==> src/rtl/phy_tx_lane_sched.sv <==
// Byte-rate transmit scheduler: COM training on link enable, then round-robin
// sharing of one serializer path between four lanes with a per-grant burst cap.
module phy_tx_lane_sched #(
    parameter logic [7:0]  COM_BYTE  = 8'hBC,
    parameter logic [7:0]  IDLE_BYTE = 8'h7C,
    parameter int unsigned TRAIN_LEN = 4,
    parameter int unsigned MAX_BURST = 4
) (
    input  logic       clk4f,
    input  logic       reset,
    input  logic       enable,
    input  logic [3:0] req,
    input  logic [7:0] data0,
    input  logic [7:0] data1,
    input  logic [7:0] data2,
    input  logic [7:0] data3,
    input  logic [3:0] last,
    output logic [3:0] ack,
    output logic [7:0] out_byte,
    output logic       out_valid,
    output logic       active,
    output logic [1:0] cur_owner
);

    localparam logic [1:0] S_RESET = 2'd0;
    localparam logic [1:0] S_TRAIN = 2'd1;
    localparam logic [1:0] S_IDLE  = 2'd2;
    localparam logic [1:0] S_GRANT = 2'd3;

    logic [1:0] state_q, state_d;
    logic [3:0] train_cnt_q, train_cnt_d;
    logic [3:0] burst_cnt_q, burst_cnt_d;
    logic [1:0] rr_ptr_q, rr_ptr_d;
    logic [1:0] owner_q, owner_d;
    logic [7:0] out_byte_q, out_byte_d;
    logic       out_valid_q, out_valid_d;
    logic       active_q, active_d;
    logic [1:0] cur_owner_q, cur_owner_d;

    logic [7:0] lane_data [4];
    logic [7:0] owner_data;
    logic       owner_req;
    logic       found;
    logic [1:0] winner;

    assign lane_data[0] = data0;
    assign lane_data[1] = data1;
    assign lane_data[2] = data2;
    assign lane_data[3] = data3;
    assign owner_data   = lane_data[owner_q];
    assign owner_req    = req[owner_q];

    assign ack = (!reset && enable && state_q == S_GRANT && owner_req) ?
                 (4'b0001 << owner_q) : 4'b0000;

    // First requester found scanning upward from rr_ptr, wrapping mod 4.
    always_comb begin
        found  = 1'b0;
        winner = rr_ptr_q;
        for (int i = 0; i < 4; i++) begin
            if (!found && req[rr_ptr_q + 2'(i)]) begin
                found  = 1'b1;
                winner = rr_ptr_q + 2'(i);
            end
        end
    end

    always_comb begin
        state_d     = state_q;
        train_cnt_d = train_cnt_q;
        burst_cnt_d = burst_cnt_q;
        rr_ptr_d    = rr_ptr_q;
        owner_d     = owner_q;
        out_byte_d  = out_byte_q;
        out_valid_d = out_valid_q;
        active_d    = active_q;
        cur_owner_d = cur_owner_q;
        if (!enable) begin
            state_d     = S_RESET;
            out_byte_d  = 8'h00;
            out_valid_d = 1'b0;
            active_d    = 1'b0;
            burst_cnt_d = 4'd0;
        end else begin
            case (state_q)
                S_RESET: begin
                    state_d     = S_TRAIN;
                    train_cnt_d = 4'd0;
                    out_byte_d  = 8'h00;
                    out_valid_d = 1'b0;
                    active_d    = 1'b0;
                end
                S_TRAIN: begin
                    out_byte_d  = COM_BYTE;
                    out_valid_d = 1'b1;
                    train_cnt_d = train_cnt_q + 4'd1;
                    if (train_cnt_q == 4'(TRAIN_LEN - 1)) begin
                        state_d = S_IDLE;
                    end
                end
                S_IDLE: begin
                    out_byte_d  = IDLE_BYTE;
                    out_valid_d = 1'b1;
                    active_d    = 1'b1;
                    if (found) begin
                        owner_d     = winner;
                        cur_owner_d = winner;
                        burst_cnt_d = 4'd0;
                        state_d     = S_GRANT;
                    end
                end
                default: begin
                    out_valid_d = 1'b1;
                    if (owner_req) begin
                        out_byte_d  = owner_data;
                        burst_cnt_d = burst_cnt_q + 4'd1;
                        // last and the burst cap coinciding still end just one burst
                        if (last[owner_q] || burst_cnt_q == 4'(MAX_BURST - 1)) begin
                            state_d  = S_IDLE;
                            rr_ptr_d = owner_q + 2'd1;
                        end
                    end else begin
                        out_byte_d = IDLE_BYTE;
                        state_d    = S_IDLE;
                        rr_ptr_d   = owner_q + 2'd1;
                    end
                end
            endcase
        end
    end

    always_ff @(posedge clk4f) begin
        if (reset) begin
            state_q     <= S_RESET;
            train_cnt_q <= 4'd0;
            burst_cnt_q <= 4'd0;
            rr_ptr_q    <= 2'd0;
            owner_q     <= 2'd0;
            out_byte_q  <= 8'h00;
            out_valid_q <= 1'b0;
            active_q    <= 1'b0;
            cur_owner_q <= 2'd0;
        end else begin
            state_q     <= state_d;
            train_cnt_q <= train_cnt_d;
            burst_cnt_q <= burst_cnt_d;
            rr_ptr_q    <= rr_ptr_d;
            owner_q     <= owner_d;
            out_byte_q  <= out_byte_d;
            out_valid_q <= out_valid_d;
            active_q    <= active_d;
            cur_owner_q <= cur_owner_d;
        end
    end

    assign out_byte  = out_byte_q;
    assign out_valid = out_valid_q;
    assign active    = active_q;
    assign cur_owner = cur_owner_q;

endmodule

==> config.mk <==
export PLATFORM = sky130hd
export DESIGN_NAME = phy_tx_lane_sched
export DESIGN_NICKNAME = d
export VERILOG_FILES = /design/src/rtl/phy_tx_lane_sched.sv
export SDC_FILE = /design/constraint.sdc
export NUM_CORES = 1
export LEC_CHECK = 0
export CORE_ASPECT_RATIO = 0.8
export CORE_MARGIN = 2
export CORE_UTILIZATION = 35
export DETAILED_ROUTE_END_ITERATION = 12
export GPL_ROUTABILITY_DRIVEN = 0
export GPL_TIMING_DRIVEN = 0
export PLACE_DENSITY = 0.65
export SLEW_MARGIN = 10
export SYNTH_ARGS = -nofsm -noshare
export SYNTH_HDL_FRONTEND = slang
export SYNTH_SLANG_ARGS = --single-unit
export TNS_END_PERCENT = 50
==> constraint.sdc <==
create_clock -name clk4f -period 4 [get_ports clk4f]
set_input_delay 0.8 -clock clk4f [delete_from_list [all_inputs] [get_ports clk4f]]
set_output_delay 0.8 -clock clk4f [all_outputs]
set_load 0.02 [all_outputs]
==> results_dict.tcl, run 1 <==
set metrics [dict create \
    status "finished, final reports clean" \
    synth_cell_types 43 \
    cts_resized 0 \
    critPathKind "input port to output pin" \
    synthesis.nets 227 \
    cp.required_ns 3.20 \
    hold_buffers 0 \
    vias 1497 \
    synth_edf_count 0 \
    p_leak_nw 0.8566 \
    critPathArrivalTime_ns 3.08 \
    start_util_pct 36.20 \
    drt-pass1-iter-count 4 \
    slew_viol_final 0 \
    num_io_pins 59 \
    post-route-period-util_pct 96.91 \
    dieArea_sq_um 5265 \
    grt_pass1_wl_microns 7127 \
    cts_setup_buffers 0 \
    cts_tree "yes" \
    grt_pass1_vias 1441 \
    synth_top_area_share_pct 29.22 \
    synthCells 172 \
    drtAntennaViolNets 0 \
    final_nets 288 \
    grt_util_all_layers_pct 17.48 \
    path_cells "clkdlybuf4s50_1 -> mux4_1 -> and3_1 -> and2_1 -> clkdlybuf4s50_1" \
    synth_seq_area_share_pct 29.22 \
    clock_latency_ns 0.27 \
    synth.area.top_cells "dfxtp_1, mux4_2, ha_1, a21oi_1, nor2_1" \
    yosysMostFrequentCell "dfxtp_1" \
    worst_pin_slew_ns 0.8037 \
    layoutNonFillerInstCount 292 \
    crit_path_end_kind "output pin" \
    gr-total-overflow 0 \
    crit_top_cell "clkdlybuf4s50_1" \
    power.density_nw_per_um2 249.6 \
    placed_cells 288 \
    max-cap-violations 0 \
    area_growth_pct 43.00 \
    routed_wl_microns 4277 \
    clk_pin_slew_ns 0.09 \
    clock_sink_count 24 \
    drive_gt1_share_pct 11.21 \
    h-tree-depth 1 \
    drt_iter0_drc 40 \
    max_stage_delay_ns 0.73 \
    numPortBuffers 56 \
    fillers 432 \
    holdCritPathClass "flip-flop to flip-flop" \
    peakVddDrop_mv 0.1531 \
    avgSynthCellArea_sq_um 9.559 \
    synth_seq_cells 24 \
    hpwl_microns 3375 \
    synthArstFlopShare_pct 0 \
    cp_slowest_cell "mux4_1" \
    final_hold_viol_count 0 \
    synthTopCellsByCount "dfxtp_1, nor2_1, nand2_1, ha_1, a21oi_1" \
    yosysWarningCount 0 \
    setup-violations-final 0 \
    crit_buf_inv 2 \
    core_area_sq_um 4542 \
    period_needed_ns 3.876 \
    numCtsBuffers 3 \
    max_slew_margin_pct 46.30 \
    synth_ff_type "dfxtp_1" \
    crit_path_start_kind "input port" \
    die_h_microns 65.30 \
    grt_max_degree 15 \
    synth_area_sq_um 1644 \
    setup_tns_ns 0 \
    post-route-util_pct 51.76 \
    critPathTopFamily "buffers and inverters" \
    crit_path_max_fanout 8 \
    drcViolationCount 0 \
    rows 22 \
    antenna_found_initial 0 \
    drt-wirelength-per-cell_microns 14.65 \
    diodes 0 \
    root_buffer "clkbuf_8" \
    p_total_w 0.0005869 \
    rsz0062_at_grt "false" \
    clock_path_buffers 2 \
    die-width_microns 80.63 \
    fin_worst_skew_ns 0.0009761 \
    yosysTopAreaCell "dfxtp_1" \
    viasPerCell 5.127 \
    max_freq_ghz 0.2580 \
]
metrics by stage:
| stage | hold slack (ns) | instance area, sq um | worst slack, ns |
|---|---|---|---|
| floorplan | 0.4579 | 1644 | 1.308 |
| global placement | 0.4752 | 2280 | 0.1337 |
| detailed placement | 0.4790 | 2280 | 0.1369 |
| CTS | 0.4965 | 2351 | 0.1378 |
| global route | 0.5338 | 2351 | 0.04469 |
| finish | 0.4900 | 2351 | 0.1236 |
final timing paths:
path,startpoint,end,slack (ns),cells past startpoint
min,active,active,0.49,2
max,req[1],ack[1],0.12,5
min reg2reg,active,active,0.49,2
max reg2reg,cur_owner[1],state_q[1],1.96,4
cells by family (layout without fill, tap and decap cells):
group	after synthesis	count (layout)	synth area share [%]
AND/OR/NAND/NOR	69	69	22.76
AO/OA/AOI/OAI	38	38	16.74
flip-flops	24	24	29.22
buffers and inverters	16	76	6.317
multiplexers	13	13	15.83
adder cells (fa/ha/maj)	12	12	9.132
routing by layer:
layer / up-vias / routed length [microns] / global-route usage, %
li1: 756 / - / -
met1: 707 / 2072 / 24.55
met2: 30 / 1981 / 28.33
met3: 4 / 188 / 3.297
met4: 0 / 34 / 3.178
met5: - / 0 / 0
cell type report:
type	count	area (sq um)	area share, %
Buffer	8	73.82	3.140
Clock buffer	3	41.29	1.756
Clock inverter	1	30.03	1.277
Inverter	8	30.03	1.277
Multi-Input combinational cell	132	1060	45.08
Sequential cell	24	480.5	20.44
Tap cell	60	75.07	3.193
Timing Repair Buffer	56	560.5	23.84
power breakdown:
part / internal, W / switching (W) / leakage [nW]
Combinational: 0.0000722 / 0.0000522 / 0.627
Sequential: 0.000244 / 0.00000396 / 0.194
Clock: 0.000134 / 0.0000804 / 0.0357
Total: 0.000450 / 0.000136 / 0.857
worst min-delay path, delay by kind of cell (launching register included):
kind / cells / cell delay (ns)
simple gates: 1 / 0.07
compound gates: 1 / 0.06
flops: 1 / 0.34
state kept, by name, indices dropped and copies added, names as in the netlist:
name / count
out_byte: 8
burst_cnt_q: 4
train_cnt_q: 4
cur_owner: 2
rr_ptr_q: 2
state_q: 2
active: 1
out_valid: 1
layout by cell type (no fill, tap or decap), types with 3 or more instances in the layout:
cell type and n:
a21oi_1 11, nor3b_1 4, nand2_1 13, and2_1 6, clkbuf_8 5, nor3_1 4
o21ai_0 4, nor2_1 14, mux4_2 9, ha_1 12, o21a_1 5, inv_1 8
clkdlybuf4s50_1 56, nand2b_1 8, nor2b_1 5, dfxtp_1 24, buf_6 3, a211oi_1 3
No activity file was read; power rests on OpenSTA's default activity.
==> run 2: changes to the inputs <==
- CORE_MARGIN: 2 -> default
==> run 2 against run 1 <==
Effect of this change:
- die area is 5.5% lower
- critical path type unchanged
- critical endpoint is now ack[2]
- worst hold slack improved by 0.0067 ns
- core utilization is 2.4 points higher
- wire length down 5.4%
- clock power is essentially flat
- worst setup slack gained 0.060 ns
- sequential share of layout area about the same
- critical path depth is the same
==> results_dict.tcl, run 2 (synthesized netlist as in run 1, its figures left out) <==
set metrics [dict create \
    critPathArrivalTime_ns 3.02 \
    clock_sink_count 24 \
    grt_util_all_layers_pct 17.21 \
    post-route-period-util_pct 95.41 \
    period_needed_ns 3.816 \
    max_slew_margin_pct 47.06 \
    grt_pass1_vias 1448 \
    drcViolationCount 0 \
    setup-violations-final 0 \
    diodes 0 \
    area_growth_pct 42.77 \
    drive_gt1_share_pct 11.21 \
    largest_register_ffs 8 \
    rsz0062_at_grt "false" \
    power.density_nw_per_um2 250.9 \
    die_h_microns 63.30 \
    fin_worst_skew_ns 0.003741 \
    final_common_cell "clkdlybuf4s50_1" \
    grt_pass1_wl_microns 6837 \
    routed_wl_microns 4047 \
    fin_area_sq_um 2347 \
    cts_tree "yes" \
    crit_path_max_fanout 8 \
    holdCritPathClass "flip-flop to flip-flop" \
    cts_resized 0 \
    worst_pin_slew_ns 0.7925 \
    dieArea_sq_um 4977 \
    numPortBuffers 56 \
    numCtsBuffers 3 \
    drtAntennaViolNets 0 \
    hpwl_microns 3211 \
    peakVddDrop_mv 0.1929 \
    p_total_w 0.0005889 \
    gr-total-overflow 0 \
    die-width_microns 78.63 \
    fin_ws_ns 0.1837 \
    rows 21 \
    viasPerCell 5.235 \
    post-route-util_pct 54.14 \
    max_freq_ghz 0.2620 \
    crit_path_start_kind "input port" \
    hold_buffers 0 \
    grt_max_degree 15 \
    placed_cell_area_sq_um 2276 \
    final_nets 288 \
    h-tree-depth 1 \
    slew_viol_final 0 \
    crit_path_end_kind "output pin" \
    critPathKind "input port to output pin" \
    vias 1513 \
    cp.required_ns 3.20 \
    start_util_pct 37.92 \
    drt_iter0_drc 76 \
    final_hold_viol_count 0 \
    final_cell_mix "clkdlybuf4s50_1, dfxtp_1, nor2_1" \
    post-place-ws_ns 0.1749 \
    root_buffer "clkbuf_8" \
    clk_pin_slew_ns 0.09 \
    status "finished, final reports clean" \
    setup_tns_ns 0 \
    drt-wirelength-per-cell_microns 14.00 \
    core_area_sq_um 4335 \
    drt-pass1-iter-count 5 \
    max-cap-violations 0 \
    p_leak_nw 0.8566 \
    cts_setup_buffers 0 \
    clock_latency_ns 0.27 \
    clock_path_buffers 2 \
    antenna_found_initial 0 \
    num_io_pins 59 \
]
-- run 2: cell type report --
| type | count | area, sq um |
|---|---|---|
| inverter | 8 | 30.03 |
| clock buffer | 3 | 41.29 |
| clock inverter | 1 | 30.03 |
| buffer | 8 | 73.82 |
| tap | 57 | 71.32 |
| fill | 425 | 1988 |
| multi-input combinational | 132 | 1060 |
| sequential | 24 | 480.5 |
| timing repair buffer | 56 | 560.5 |
-- run 2: power breakdown --
group	switching [W]	internal, W	total, W
combinational	0.0000518	0.0000722	0.000124
clock	0.0000829	0.000134	0.000217
sequential	0.00000379	0.000244	0.000248
total	0.000138	0.000450	0.000589
-- run 2: routing by layer --
metal	track usage, %	up-vias	routed length (microns)
li1	-	758	-
met1	23.49	699	1921
met2	26.96	54	1745
met3	5.217	2	362
met4	2.778	0	19
met5	0	-	0
-- run 2: worst paths after layout --
kind | cells after the start | slack [ns] | from | to
max | 5 | 0.18 | req[1] | ack[2]
min | 2 | 0.50 | train_cnt_q[3] | train_cnt_q[3]
max reg2reg | 5 | 1.99 | cur_owner[0] | state_q[1]
min reg2reg | 2 | 0.50 | train_cnt_q[3] | train_cnt_q[3]
-- run 2: stage by stage --
stage | hold WS [ns] | instances
global placement | 0.4773 | 285
floorplan | 0.4579 | 172
detailed placement | 0.4843 | 285
finish | 0.4967 | 289
global route | 0.5262 | 289
CTS | 0.4972 | 289
-- run 2: critical path, stage by stage --
cell,delay (ns)
clkdlybuf4s50_1,0.55
mux4_1,0.71
and3_1,0.26
and2_1,0.16
clkdlybuf4s50_1,0.53
==> run 3: changes to the inputs <==
- CORE_UTILIZATION: 35 -> 48
- PLACE_DENSITY: 0.65 -> 0.85
==> run 3 against run 2 <==
Effect of this change:
- clock skew fell by 0.0020 ns
- global-route usage up 7.1 points
- clock-buffer cell count did not move
- final cell count down 5.9%
- die area down 26%
- worst setup slack worse by 0.040 ns
- worst hold slack better by 0.00059 ns
- register-to-register slack about the same
- largest cell class unchanged
- largest power group unchanged
==> results_dict.tcl, run 3 (synthesized netlist as in run 1, its figures left out) <==
set metrics [dict create \
    cp.required_ns 3.20 \
    hold_buffers 0 \
    num_io_pins 59 \
    grt_util_all_layers_pct 24.30 \
    crit_path_start_kind "input port" \
    numCtsBuffers 3 \
    holdCritPathClass "flip-flop to flip-flop" \
    clock_latency_ns 0.27 \
    worst_pin_slew_ns 0.7348 \
    critPathKind "input port to output pin" \
    setup-violations-final 0 \
    combPwrFrac_pct 21.1 \
    drive_gt1_share_pct 11.21 \
    post-route-period-util_pct 96.40 \
    fin_ws_ns 0.1438 \
    switchingPower_w 0.0001367 \
    final_cell_mix "clkdlybuf4s50_1, dfxtp_1, nor2_1" \
    vias 1536 \
    viasPerCell 5.647 \
    cts_setup_buffers 0 \
    gr-total-overflow 0 \
    rsz0062_at_grt "false" \
    slew_viol_final 0 \
    drcViolationCount 0 \
    clock_path_buffers 2 \
    clk_pin_slew_ns 0.09 \
    h-tree-depth 1 \
    area_growth_pct 41.48 \
    period_needed_ns 3.856 \
    setup_tns_ns 0 \
    drt-wirelength-per-cell_microns 14.50 \
    numPortBuffers 56 \
    routed_wl_microns 3945 \
    status "finished, final reports clean" \
    grt_max_degree 15 \
    critPathArrivalTime_ns 3.06 \
    cp_slowest_cell "mux4_1" \
    crit_path_max_fanout 8 \
    p_leak_nw 0.8566 \
    antenna_found_initial 0 \
    largest_register_ffs 8 \
    power.share.clock_pct 36.6 \
    power.density_nw_per_um2 252.4 \
    path_cells "clkdlybuf4s50_1 -> mux4_1 -> and3_1 -> and2_1 -> clkdlybuf4s50_1" \
    hold_slack_ns 0.4973 \
    max_slew_margin_pct 50.91 \
    max_stage_delay_ns 0.72 \
    root_buffer "clkbuf_8" \
    max_freq_ghz 0.2593 \
    final_nets 288 \
    cts_resized 0 \
    final_hold_viol_count 0 \
    crit_path_end_kind "output pin" \
    final_common_cell "clkdlybuf4s50_1" \
    cts_tree "yes" \
    drtAntennaViolNets 0 \
    crit_top_cell "clkdlybuf4s50_1" \
    swShare_pct 23.28 \
    start_util_pct 51.77 \
    power_frac_seq_pct 42.3 \
    rrSetupSlack_ns 2.00 \
    diodes 0 \
    p_int_w 0.0004505 \
    core_area_sq_um 3176 \
    rows 18 \
    drt_iter0_drc 63 \
    max-cap-violations 0 \
    drt-pass1-iter-count 4 \
    die_h_microns 54.35 \
    die-width_microns 67.43 \
    grt_pass1_vias 1481 \
    clock_sink_count 24 \
    post-place-ws_ns 0.1511 \
    peakVddDrop_mv 0.2220 \
    hpwl_microns 3185 \
    grt_pass1_wl_microns 6630 \
    fin_worst_skew_ns 0.001767 \
    dieArea_sq_um 3664 \
]
[run 3: cell counts in the layout (fill, tap and decap cells not counted)]
Identical to the previous run, type by type.
[run 3: layer usage]
metal	global-route usage [%]	wire (microns)	up-vias
met5	0	0	-
met4	4.255	32	0
met3	5.833	293	6
met2	43.83	1844	54
met1	29.80	1775	716
li1	-	-	760
[run 3: final timing paths]
path | startpoint | cells after the start | endpoint
worst max register to register | cur_owner[0] | 5 | state_q[1]
worst min register to register | train_cnt_q[3] | 2 | train_cnt_q[3]
worst max-delay path | req[1] | 5 | ack[2]
worst min-delay path | train_cnt_q[3] | 2 | train_cnt_q[3]
[run 3: worst max-delay path: cells and delay by family]
kind	cells	cell delay (ns)
mux	1	0.72
simple gates	2	0.44
buf+inv	2	1.09
[run 3: power groups by stage]
stage	Sequential, W	Combinational, W	Clock, W
final	0.000248	0.000124	0.000215
after global routing	0.000249	0.000136	0.000229
after CTS	0.000248	0.000124	0.000220
after detailed placement	0.000254	0.000123	0
after global placement	0.000254	0.000121	0
after floorplan	0.000257	0.0000588	0
[run 3: cell type report]
type,count,area (sq um)
sequential,24,480.5
clock inverter,1,30.03
inverter,8,30.03
timing repair buffer,56,560.5
clock buffer,3,41.29
fill,248,849.6
tap,40,50.05
buffer,8,73.82
multi-input combinational,132,1060
[run 3: stage by stage]
step	instances	util (%)	instance area, sq um	power (W)
detailed placement	268	71.00	2255	0.0003773
global placement	268	71.00	2255	0.0003742
global route	272	73.25	2326	0.0006139
finish	272	73.25	2326	0.0005871
floorplan	172	-	1644	0.0003162
CTS	272	73.25	2326	0.0005924
